File: config.mk
export PLATFORM = sky130hd
export DESIGN_NAME = muldiv_unit_flat
export DESIGN_NICKNAME = d
export VERILOG_FILES = /design/src/rtl/muldiv_unit_if.sv /design/src/rtl/muldiv_unit.sv /design/src/flat_wrapper.sv
export SDC_FILE = /design/constraint.sdc
export NUM_CORES = 1
export LEC_CHECK = 0
export ABC_AREA = 1
export CAP_MARGIN = 40
export CORE_MARGIN = 3
export CORE_UTILIZATION = 40
export CTS_CLUSTER_DIAMETER = 30
export DETAILED_ROUTE_END_ITERATION = 12
export GPL_TIMING_DRIVEN = 0
export HOLD_SLACK_MARGIN = 0.1
export PLACE_DENSITY_LB_ADDON = 0.12
export SLEW_MARGIN = 10
export SYNTH_ARGS = -nofsm -noshare
export SYNTH_HDL_FRONTEND = slang
export SYNTH_SLANG_ARGS = --single-unit
File: constraint.sdc
create_clock -name clk -period 4 [get_ports clk]
set_input_delay 0.4 -clock clk [delete_from_list [all_inputs] [get_ports clk]]
set_output_delay 0.4 -clock clk [all_outputs]
set_load 0.02 [all_outputs]
File: src/rtl/muldiv_unit_if.sv
// Request/response bundle between the register bank side and muldiv_unit.
// The master drives the operands and start. The slave returns busy/done and the 64-bit result.
interface muldiv_unit_if;
  logic        start;
  logic [1:0]  op;
  logic [31:0] a;
  logic [31:0] b;
  logic        busy;
  logic        done;
  logic [31:0] hi;
  logic [31:0] lo;
  logic        dz;

  modport master (
    output start, op, a, b,
    input  busy, done, hi, lo, dz
  );

  modport slave (
    input  start, op, a, b,
    output busy, done, hi, lo, dz
  );
endinterface

File: src/rtl/muldiv_unit.sv
// Iterative 32x32 multiply (shift-add) / restoring divide returning a 64-bit hi/lo result.
// Define MULDIV_DIV_EN to build the divider; without it, DIV ops finish in one cycle with zero results.
module muldiv_unit (
  input  logic         clk,
  input  logic         rst,
  muldiv_unit_if.slave bus,
  output logic [1:0]   o_dbg_state
);
  // Handshake: start is taken on any rising edge where busy=0. a/b/op are sampled only on that edge.
  // done pulses for one cycle on the DONE entry. hi/lo/dz change only then and hold until the next done.
  typedef enum logic [1:0] {
    S_IDLE = 2'd0,
    S_CALC = 2'd1,
    S_DONE = 2'd2
  } state_t;

  state_t      r_state, w_state_next;
  logic [5:0]  r_cnt;
  logic        r_skip;
  logic        r_neg_lo;
  logic [31:0] r_m;
  logic [63:0] r_acc;
  logic [31:0] r_hi, r_lo;
  logic        r_dz;

  logic        w_busy, w_accept, w_last;
  logic        w_sign_a, w_sign_b;
  logic [31:0] w_mag_a, w_mag_b;
  logic [32:0] w_sum;
  logic [63:0] w_mul_next, w_prod;
  logic [31:0] w_hi_res, w_lo_res;
  logic        w_dz_res;

`ifdef MULDIV_DIV_EN
  logic        r_is_div, r_neg_hi, r_bzero;
  logic [31:0] r_a_raw;
  logic [32:0] r_rem, w_rem_next;
  logic [33:0] w_trial;
  logic [31:0] w_quo_next;
`endif

  // A DIV that skips CALC spends its one cycle in CALC with busy low.
  assign w_busy   = (r_state == S_CALC) && !r_skip;
  assign w_accept = bus.start && !w_busy;
  assign w_last   = r_skip || (r_cnt == 6'd31);

  assign w_sign_a = bus.op[0] & bus.a[31];
  assign w_sign_b = bus.op[0] & bus.b[31];
  assign w_mag_a  = w_sign_a ? (32'd0 - bus.a) : bus.a;
  assign w_mag_b  = w_sign_b ? (32'd0 - bus.b) : bus.b;

  // Multiplier sits in r_acc[31:0] and shifts out as the partial product shifts in from the top.
  assign w_sum      = {1'b0, r_acc[63:32]} + (r_acc[0] ? {1'b0, r_m} : 33'd0);
  assign w_mul_next = {w_sum, r_acc[31:1]};
  assign w_prod     = r_neg_lo ? (64'd0 - w_mul_next) : w_mul_next;

`ifdef MULDIV_DIV_EN
  // Dividend bits move from r_acc[31] into the remainder, and quotient bits fill r_acc from the bottom.
  assign w_trial    = {r_rem, r_acc[31]} - {2'b00, r_m};
  assign w_rem_next = w_trial[33] ? {r_rem[31:0], r_acc[31]} : w_trial[32:0];
  assign w_quo_next = {r_acc[30:0], ~w_trial[33]};
`endif

  always_comb begin
    w_hi_res = w_prod[63:32];
    w_lo_res = w_prod[31:0];
    w_dz_res = 1'b0;
`ifdef MULDIV_DIV_EN
    if (r_is_div) begin
      if (r_bzero) begin
        w_hi_res = r_a_raw;
        w_lo_res = 32'hFFFF_FFFF;
        w_dz_res = 1'b1;
      end else begin
        w_lo_res = r_neg_lo ? (32'd0 - w_quo_next) : w_quo_next;
        w_hi_res = r_neg_hi ? (32'd0 - w_rem_next[31:0]) : w_rem_next[31:0];
      end
    end
`else
    if (r_skip) begin
      w_hi_res = 32'd0;
      w_lo_res = 32'd0;
    end
`endif
  end

  always_comb begin
    w_state_next = r_state;
    if (w_accept) begin
      w_state_next = S_CALC;
    end else begin
      case (r_state)
        S_IDLE:  w_state_next = S_IDLE;
        S_CALC:  if (w_last) w_state_next = S_DONE;
        S_DONE:  w_state_next = S_IDLE;
        default: w_state_next = S_IDLE;
      endcase
    end
  end

  always_ff @(posedge clk) begin
    if (rst) r_state <= S_IDLE;
    else     r_state <= w_state_next;
  end

  always_ff @(posedge clk) begin
    if (rst) begin
      r_cnt    <= 6'd0;
      r_skip   <= 1'b0;
      r_neg_lo <= 1'b0;
      r_m      <= 32'd0;
      r_acc    <= 64'd0;
      r_hi     <= 32'd0;
      r_lo     <= 32'd0;
      r_dz     <= 1'b0;
`ifdef MULDIV_DIV_EN
      r_is_div <= 1'b0;
      r_neg_hi <= 1'b0;
      r_bzero  <= 1'b0;
      r_a_raw  <= 32'd0;
      r_rem    <= 33'd0;
`endif
    end else if (w_accept) begin
      r_cnt    <= 6'd0;
      r_neg_lo <= w_sign_a ^ w_sign_b;
`ifdef MULDIV_DIV_EN
      r_skip   <= 1'b0;
      r_is_div <= bus.op[1];
      r_neg_hi <= w_sign_a;
      r_bzero  <= (bus.b == 32'd0);
      r_a_raw  <= bus.a;
      r_rem    <= 33'd0;
      if (bus.op[1]) begin
        r_m   <= w_mag_b;
        r_acc <= {32'd0, w_mag_a};
      end else begin
        r_m   <= w_mag_a;
        r_acc <= {32'd0, w_mag_b};
      end
`else
      r_skip   <= bus.op[1];
      r_m      <= w_mag_a;
      r_acc    <= {32'd0, w_mag_b};
`endif
    end else if (r_state == S_CALC) begin
      r_cnt <= r_cnt + 6'd1;
`ifdef MULDIV_DIV_EN
      if (r_is_div) begin
        r_acc <= {32'd0, w_quo_next};
        r_rem <= w_rem_next;
      end else begin
        r_acc <= w_mul_next;
      end
`else
      r_acc <= w_mul_next;
`endif
      if (w_last) begin
        r_hi <= w_hi_res;
        r_lo <= w_lo_res;
        r_dz <= w_dz_res;
      end
    end
  end

  assign bus.busy    = w_busy;
  assign bus.done    = (r_state == S_DONE);
  assign bus.hi      = r_hi;
  assign bus.lo      = r_lo;
  assign bus.dz      = r_dz;
  assign o_dbg_state = r_state;
endmodule

File: src/flat_wrapper.sv
// flat-port wrapper written by rule: the top's interface ports become plain ports
module muldiv_unit_flat 
  (clk, rst, o_dbg_state, bus_start, bus_op, bus_a, bus_b, bus_busy, bus_done, bus_hi, bus_lo, bus_dz);
  muldiv_unit_if bus_i ();
  input  logic clk;
  input  logic rst;
  output logic [1:0] o_dbg_state;
  input wire logic [$bits(bus_i.start)-1:0] bus_start;
  input wire logic [$bits(bus_i.op)-1:0] bus_op;
  input wire logic [$bits(bus_i.a)-1:0] bus_a;
  input wire logic [$bits(bus_i.b)-1:0] bus_b;
  output wire logic [$bits(bus_i.busy)-1:0] bus_busy;
  output wire logic [$bits(bus_i.done)-1:0] bus_done;
  output wire logic [$bits(bus_i.hi)-1:0] bus_hi;
  output wire logic [$bits(bus_i.lo)-1:0] bus_lo;
  output wire logic [$bits(bus_i.dz)-1:0] bus_dz;
  assign bus_i.start = bus_start;
  assign bus_i.op = bus_op;
  assign bus_i.a = bus_a;
  assign bus_i.b = bus_b;
  assign bus_busy = bus_i.busy;
  assign bus_done = bus_i.done;
  assign bus_hi = bus_i.hi;
  assign bus_lo = bus_i.lo;
  assign bus_dz = bus_i.dz;
  muldiv_unit u_core (.clk(clk), .rst(rst), .bus(bus_i), .o_dbg_state(o_dbg_state));
endmodule
Word-level counts from Yosys, hierarchy flattened
Cells that the tools add are included.
{"block": "classes", "n_addsub": 5, "bitwise_logic": 5, "reduce_logical": 9, "n_eq_ne": 4, "n_mux": 11}
{"operator": "$mux W32", "n": 7}
{"operator": "$mux W64", "n": 1}
{"operator": "$sub A1 B32 Y32 const A", "n": 2}
{"operator": "$sub A1 B64 Y64 const A", "n": 1}
{"operator": "$add A32 B32 Y33", "n": 1}
{"operator": "$add A6 B1 Y6 const B", "n": 1}
{"operator": "$eq A6 B5 Y1 const B", "n": 1}
{"operator": "$mux W1", "n": 3}
{"operator": "$ne A3 B1 Y1 const B", "n": 1}
{"operator": "$reduce_and A3 Y1", "n": 1}
{"operator": "$reduce_or A3 Y1", "n": 1}
{"operator": "$and A1 B1 Y1", "n": 2}
{"operator": "$eq A2 B1 Y1 const B", "n": 1}
{"operator": "$eq A2 B2 Y1 const B", "n": 1}
{"operator": "$logic_and A1 B1 Y1", "n": 2}
{"operator": "$logic_not A1 Y1", "n": 2}
{"operator": "$not A1 Y1", "n": 2}
{"operator": "$reduce_bool A2 Y1", "n": 1}
{"operator": "$reduce_or A2 Y1", "n": 1}
{"operator": "$logic_or A1 B1 Y1", "n": 1}
{"operator": "$xor A1 B1 Y1", "n": 1}
{"block": "word_totals", "word_cells": 44, "ff_bits": 170, "output_inout_bits": 69}

Depth between registers and ports, before layout
Gate-level depths: netlist of run 1.
{"block": "depth", "word_depth": 6, "mapped_depth": 25, "ltp_nobuf": 23}

Worst setup path after synthesis of run 1
No wires, ideal clock.
{"block": "synth_timing", "kind": "flip-flop to flip-flop", "startpoint": "reg u_core.r_acc[0]", "endpoint": "reg u_core.r_hi[16] (netlist: u_core.bus.hi[16])", "path_stages_with_launch": 23, "period_less_slack_ns": 3.005, "slack_ns": 0.995, "required_ns": 3.868, "setup_ns": 0.132, "n_path_buf": 2, "arrival_ns": 2.873, "path_cell_list": "dfxtp_1 -> clkbuf_1 -> clkbuf_1 -> nand2_1 -> inv_1 -> ha_1 -> inv_1 -> fa_1 -> inv_1 -> nand3_1 -> nand2_1 -> nand2_1 -> nand2_2 -> nand2_1 -> nand2_2 -> nand2_2 -> nor2_1 -> nand3_1 -> nor2_2 -> o21ai_0 -> or2_0 -> nand3_1 -> a21oi_1"}
{"block": "synth_between", "elab_chain_cells": 5}
{"item": "start: declaration", "line": "muldiv_unit.sv:22", "source": "logic [63:0] r_acc;"}
{"item": "start signal: assignment", "line": "muldiv_unit.sv:143", "source": "r_acc <= {32'd0, w_mag_b};"}
{"item": "start signal: assignment", "line": "muldiv_unit.sv:155", "source": "r_acc <= w_mul_next;"}
{"item": "$mux W32 *", "line": "muldiv_unit.sv:53", "source": "assign w_sum = {1'b0, r_acc[63:32]} + (r_acc[0] ? {1'b0, r_m} : 33'd0);"}
{"item": "$add A32 B32 Y33 *", "line": "muldiv_unit.sv:53"}
{"item": "$sub A1 B64 Y64", "line": "muldiv_unit.sv:55", "source": "assign w_prod = r_neg_lo ? (64'd0 - w_mul_next) : w_mul_next;"}
{"item": "$mux W64 *", "line": "muldiv_unit.sv:55"}
{"item": "$mux W32 *", "line": "muldiv_unit.sv:80", "source": "if (r_skip) begin"}
{"item": "end signal: assignment", "line": "muldiv_unit.sv:158", "source": "r_hi <= w_hi_res;"}
{"item": "end: declaration", "line": "muldiv_unit.sv:23", "source": "logic [31:0] r_hi, r_lo;"}
Every way passes the cells marked *; elsewhere a longest branch is shown, timed or not.
A chain may end at the register's enable or synchronous reset.

Final worst setup path of run 1
{"block": "layout_timing", "startpoint": "reg u_core.r_acc[0]", "endpoint": "reg u_core.r_hi[30] (netlist: u_core.bus.hi[30])"}
Same word-level chain as after synthesis.

==> flow_summary.ini, run 1 <==
[layout]
final_cell_mix = nand2_1, inv_1, nor2_1
stdcell_count = 2740
fillers = 3379
drive_above_1_share = 0.05802
insertedDiodeCount = 0
multi_input_area_mm2 = 0.007752
nets = 2437
final_common_cell = nand2_1
register_area_mm2 = 0.003405
syn_to_final_growth_pct = 19.47

[power_and_ir_drop]
p_switching_mw = 1.772
combPwrFrac = 0.255
pwr-share-seq = 0.387
cellPowerDensity_mw_per_mm2 = 319.8
switching_share = 0.3635
peakVddDrop_mv = 0.3181
p_clk_frac = 0.358
internal-power_mw = 3.103
p_leak_nw = 7.461

[global_route]
grt_pass1_wl_um = 71950
antenna_found_initial = 0
grt_use_total = 0.2739
grt_max_degree = 20
grt.overflow.total = 0
first_global_vias = 12875

[detailed_routing]
vias_per_cell = 5.184
avgRoutedWirePerCell_um = 17.19
dr.first_iter.drc_count = 1094
drt-total-wl_um = 47090
via_count = 14204
drc = 0
drtAntennaViolNets = 0
firstDrtPassIters = 5

[setup_path]
crit_chain = buf_2 -> nand2_1 -> inv_1 -> ha_1 -> inv_1 -> fa_1 -> inv_1 -> nand3_1 -> nand2_1 -> nand2_1 -> nand2_2 -> nand2_1 -> nand2_2 -> nand2_2 -> nor2_1 -> nand3_1 -> nor2_2 -> nand3_1 -> nand2_1 -> nand2_1 -> nand2_1 -> nand3_1 -> a21oi_1
critical_path_arrival_ns = 3.94
critPathMaxStageDelay_ns = 0.41
required_ns = 4.38
critical_path.most_common_cell = nand2_1
slowest_stage = dfxtp_2
cp-end-kind = flop
criticalPathCategory = reg2reg
start_kind = flop
critPathMaxFanout = 10

[die]
fp.dieArea_mm2 = 0.03408
initial_core_util = 0.4118
coreArea_mm2 = 0.03099
die_y_um = 184.6
io_pins = 138
rows = 64
die_width_um = 184.6

[worst_hold_path]
hold_path_class = reg2reg

[timing]
hold_viol_final = 0
slew_violations = 0
rsz0062_at_grt = false
holdWs_ns = 0.4625
worst_slew_pin_slew_ns = 0.8184
clock_skew_ns = 0.01632
fin_crit_sh = 0.8896
max_freq_mhz = 281.0
final-setup-viol-count = 0
layout_min_cycle_time_ns = 3.559
slew_headroom = 0.4544
setup_tns_ns = 0

[clock_network]
clkSinkCount = 170
cts_made_buffers = 17
clockRootBuffer = clkbuf_16
cts_setup_buffers = 0
clk_latency_ns = 0.46
htreeDepth = 4
clockBufferDepth = 2
hold_buffers = 0
cts_tree = built
ctsResizeCount = 0
clk_pin_slew_ns = 0.08

[run_status]
status = finished clean

[synthesis]
syn-num-nets = 2282
synth.distinct_cells = 49
synthArstFlopShare = 0
ys_ff_latch = 170
synth_edf_count = 0
synth_area_mm2 = 0.01276
yosys_most_used_dff = dfxtp_1
seq_area_frac_synth = 0.2667
ys_warn_count = 0
synth_area_per_cell_um2 = 5.864
synth_cells = 2176

[flow_run]
maxCapViolations = 0

[placement]
placed_cells = 2709
gp_congestion = 0.9456
dpl.hpwl_um = 38860
io_buffers = 136
==> flip-flops by register name, summed over array words and instances, names as in the netlist <==
signal	cells
u_core.bus.lo	32
u_core.r_neg_lo	1
u_core.bus.hi	32
u_core.r_acc	64
u_core.o_dbg_state	2
u_core.r_m	32
u_core.r_skip	1
u_core.r_cnt	6
==> worst max-delay path: cells and delay by family (launching register included) <==
family | cells | cell delay (ns)
adder cells (fa/ha/maj) | 2 | 0.64
AO/OA/AOI/OAI | 1 | 0.15
buffers and inverters | 4 | 0.50
AND/OR/NAND/NOR | 16 | 1.78
flip-flops | 1 | 0.41
==> power groups by stage <==
| stage | logic, mW | registers [mW] | clock network (mW) |
|---|---|---|---|
| after floorplan | 0.833 | 1.88 | 0 |
| after global placement | 1.22 | 1.92 | 0 |
| after detailed placement | 1.23 | 1.92 | 0 |
| after CTS | 1.23 | 1.88 | 1.78 |
| after global routing | 1.39 | 1.89 | 1.85 |
| final | 1.24 | 1.89 | 1.75 |
==> Yosys cell counts, types with 2 or more instances <==
| library cell | number | area, µm² |
|---|---|---|
| a32o_1 | 2 | 20.02 |
| o32ai_1 | 2 | 17.52 |
| o21bai_1 | 3 | 22.52 |
| nor2_1 | 184 | 690.7 |
| or2_1 | 3 | 18.77 |
| nand2_1 | 693 | 2601 |
| inv_2 | 13 | 48.80 |
| o211ai_1 | 37 | 277.8 |
| o21a_1 | 2 | 15.01 |
| buf_1 | 5 | 18.77 |
| inv_1 | 334 | 1254 |
| clkinv_1 | 2 | 7.510 |
| a22oi_1 | 27 | 202.7 |
| nor4_1 | 5 | 31.28 |
| nor2_2 | 20 | 125.1 |
| buf_2 | 8 | 40.04 |
| nor3_2 | 6 | 60.06 |
| nand3_1 | 181 | 905.9 |
| o21ai_0 | 65 | 325.3 |
| or2_2 | 9 | 56.30 |
| buf_4 | 2 | 15.01 |
| ha_1 | 36 | 450.4 |
| a21oi_1 | 124 | 620.6 |
| clkbuf_1 | 59 | 221.5 |
| nand3_2 | 10 | 100.1 |
| nand2_2 | 26 | 162.7 |
| nor3_1 | 23 | 115.1 |
| o22ai_1 | 21 | 131.4 |
| nand4_1 | 30 | 187.7 |
| nor2_4 | 4 | 45.04 |
| nand3b_1 | 15 | 112.6 |
| and2_1 | 2 | 12.51 |
| xor2_1 | 18 | 157.7 |
| o221ai_1 | 5 | 43.79 |
| xnor2_1 | 10 | 87.58 |
| a31oi_1 | 3 | 18.77 |
| o21ai_1 | 6 | 30.03 |
| dfxtp_1 | 170 | 3403 |
==> final timing paths <==
path	from	slack [ns]	depth (start not counted)	endpoint
hold reg to reg	u_core.bus.lo[8]	0.46	2	u_core.bus.lo[8]
hold / removal	u_core.bus.lo[8]	0.46	2	u_core.bus.lo[8]
setup reg to reg	u_core.r_acc[0]	0.44	23	u_core.bus.hi[30]
setup / recovery	u_core.r_acc[0]	0.44	23	u_core.bus.hi[30]
==> final cells by class <==
| class | count | area share |
|---|---|---|
| tap | 396 | 0.03250 |
| clock inverter | 15 | 0.01288 |
| timing repair buffer | 137 | 0.08978 |
| multi-input combinational | 1583 | 0.5085 |
| buffer | 73 | 0.01920 |
| sequential | 170 | 0.2233 |
| clock buffer | 17 | 0.02790 |
| inverter | 349 | 0.08593 |
==> logic make-up after synthesis <==
kind of cell / share of synthesized area
simple gates: 0.4099
buf+inv: 0.1258
compound gates: 0.1412
flops: 0.2667
fa+ha+maj: 0.03687
xor+xnor: 0.01922
other cells: 0.0002939
==> per-stage QoR <==
step                total power, mW  setup WS, ns    util  area, µm²
CTS                           4.892        0.1007  0.4920      15250
global route                  5.129        0.1039  0.4920      15250
finish                        4.875        0.4415  0.4920      15250
global placement              3.133        0.2008  0.4717      14620
floorplan                     2.710        0.9947       -      12760
detailed placement            3.143        0.1410  0.4719      14630
==> layer usage <==
layer	GRT usage	vias to the layer above	routed length [µm]
met5	0	-	0
met4	0.07773	0	1132
met3	0.04519	56	2689
met2	0.4356	459	20870
met1	0.3837	6412	22410
li1	-	7277	-
No activity file was read; power rests on OpenSTA's default activity.
==> run 2, diff against run 1 <==
- CORE_UTILIZATION: 40 -> 30
==> flow_summary.ini, run 2 (synthesized netlist as in run 1, its figures left out) <==
[setup_path]
cp-end-kind = flop
reg2reg_slack_ns = 0.48
timing.rr.end = u_core.bus.hi[22]
criticalPathCategory = reg2reg
critPathMaxFanout = 10
rr_startpoint = u_core.r_acc[0]
required_ns = 4.32
critical_path_arrival_ns = 3.85
start_kind = flop
rr_worst_depth = 22

[global_route]
grt_pass1_wl_um = 77480
grt.overflow.total = 0
antenna_found_initial = 0
grt_max_degree = 20
grt_use_total = 0.2242
first_global_vias = 13459

[placement]
io_buffers = 136
gp_congestion = 0.9461
dpl.hpwl_um = 41800
place_area_mm2 = 0.01480
placed_cells = 2845

[layout]
final_cell_mix = nand2_1, inv_1, nor2_1
syn_to_final_growth_pct = 20.61
stdcell_area_mm2 = 0.01539
final_common_cell = nand2_1
largest_register_ffs = 64
stdcell_count = 2876
drive_above_1_share = 0.05802
nets = 2437
insertedDiodeCount = 0
regMostFlops = u_core.r_acc

[detailed_routing]
drt-total-wl_um = 50430
avgRoutedWirePerCell_um = 17.54
firstDrtPassIters = 5
vias_per_cell = 4.935
drtAntennaViolNets = 0
drc = 0
via_count = 14192
dr.first_iter.drc_count = 1072

[timing]
slew_headroom = 0.4134
layout_min_cycle_time_ns = 3.524
max_freq_mhz = 283.8
rsz0062_at_grt = false
clock_skew_ns = 0.01435
slew_violations = 0
fin_crit_sh = 0.8810
hold_viol_final = 0
worst_slew_pin_slew_ns = 0.8800
setup_tns_ns = 0
final-setup-viol-count = 0

[clock_network]
htreeDepth = 4
clkSinkCount = 170
clockBufferDepth = 2
clk_latency_ns = 0.48
cts_tree = built
cts_setup_buffers = 0
clk_pin_slew_ns = 0.08
clockRootBuffer = clkbuf_16
cts_made_buffers = 17

[die]
initial_core_util = 0.3083
die_y_um = 212.2
io_pins = 138
rows = 74
coreArea_mm2 = 0.04139
fp.dieArea_mm2 = 0.04505
die_width_um = 212.2

[power_and_ir_drop]
p_clk_frac = 0.353
p_switching_mw = 1.807
pwr-share-seq = 0.388
p_leak_nw = 7.447
switching_share = 0.3729
finalPower_mw = 4.846
internal-power_mw = 3.039
combPwrFrac = 0.260
peakVddDrop_mv = 0.2224
cellPowerDensity_mw_per_mm2 = 314.9

[worst_hold_path]
hold_start = u_core.r_m[31]
min_to = u_core.r_m[31]
hold_path_class = reg2reg
hold_depth = 2

[flow_run]
maxCapViolations = 0

[run_status]
status = finished clean
==> run 2: changes by cell type in the layout (fill, tap and decap cells not counted), sizes merged <==
cell / before / now
clkinv: 9 / 8
clkbuf: 74 / 75
inv: 354 / 356
buf: 17 / 16
bufinv: 1 / 0
==> run 2: power groups by stage <==
stage                     clock network, mW  registers, mW  logic [mW]
after global routing                   1.81           1.89        1.41
after floorplan                           0           1.88       0.833
after global placement                    0           1.91        1.24
after detailed placement                  0           1.91        1.25
after CTS                              1.75           1.87        1.25
final                                  1.71           1.88        1.26
==> run 2: layout make-up <==
cell class                      count  area (µm²)
Multi-Input combinational cell   1583        7752
Fill cell                        4631       26000
Clock buffer                       17       425.4
Tap cell                          532       665.6
Timing Repair Buffer              137        1369
Sequential cell                   170        3405
Clock inverter                     15       168.9
Inverter                          349        1310
Buffer                             73       295.3
==> run 2: worst max path at each step <==
| stage | slack (ns) | from | cells after the start | end |
|---|---|---|---|---|
| floorplan | 0.99 | u_core.r_acc[0] | 22 | u_core.bus.hi[16] |
| global placement | 0.13 | u_core.r_acc[0] | 23 | u_core.bus.hi[22] |
| detailed placement | 0.12 | u_core.r_acc[0] | 23 | u_core.bus.hi[22] |
| CTS | 0.09 | u_core.r_acc[0] | 23 | u_core.bus.hi[22] |
| global route | 0.07 | u_core.r_acc[0] | 23 | u_core.bus.hi[30] |
| finish | 0.48 | u_core.r_acc[0] | 22 | u_core.bus.hi[22] |
==> run 2: layer usage <==
layer	up-vias	global-route usage	routed length, µm
met1	6520	0.3088	24180
met2	355	0.3719	22980
li1	7269	-	-
met4	0	0.05643	994
met5	-	0	0
met3	48	0.02966	2269
==> run 2: through the flow <==
step                hold slack, ns  setup slack, ns    util
finish                      0.4553           0.4761  0.3719
global placement            0.4460           0.1263  0.3573
global route                0.4798          0.07295  0.3719
floorplan                   0.4260           0.9947       -
CTS                         0.4610          0.08652  0.3718
detailed placement          0.4466           0.1217  0.3575
==> run 2: worst max-delay path, stage by stage (launching register included) <==
cell and delay (ns):
dfxtp_2 0.41, clkbuf_4 0.23, nand2_1 0.07, inv_1 0.05, ha_1 0.21, inv_1 0.07
fa_1 0.41, inv_1 0.13, nand3_1 0.11, nand2_1 0.18, nand2_1 0.12, nand2_2 0.11
nand2_1 0.07, nand2_2 0.12, nand2_2 0.07, nor2_1 0.11, nand3_1 0.15, nor2_2 0.20
nand3_1 0.13, nand2_1 0.14, nand2_1 0.07, nand3_1 0.12, a21oi_1 0.08
==> run 2: what timing repair did <==
| action | in CTS | in global routing |
|---|---|---|
| setup endpoints to repair | 0 | 20 |
| hold buffers | 0 | 0 |
| gates resized for setup | 0 | 5 |
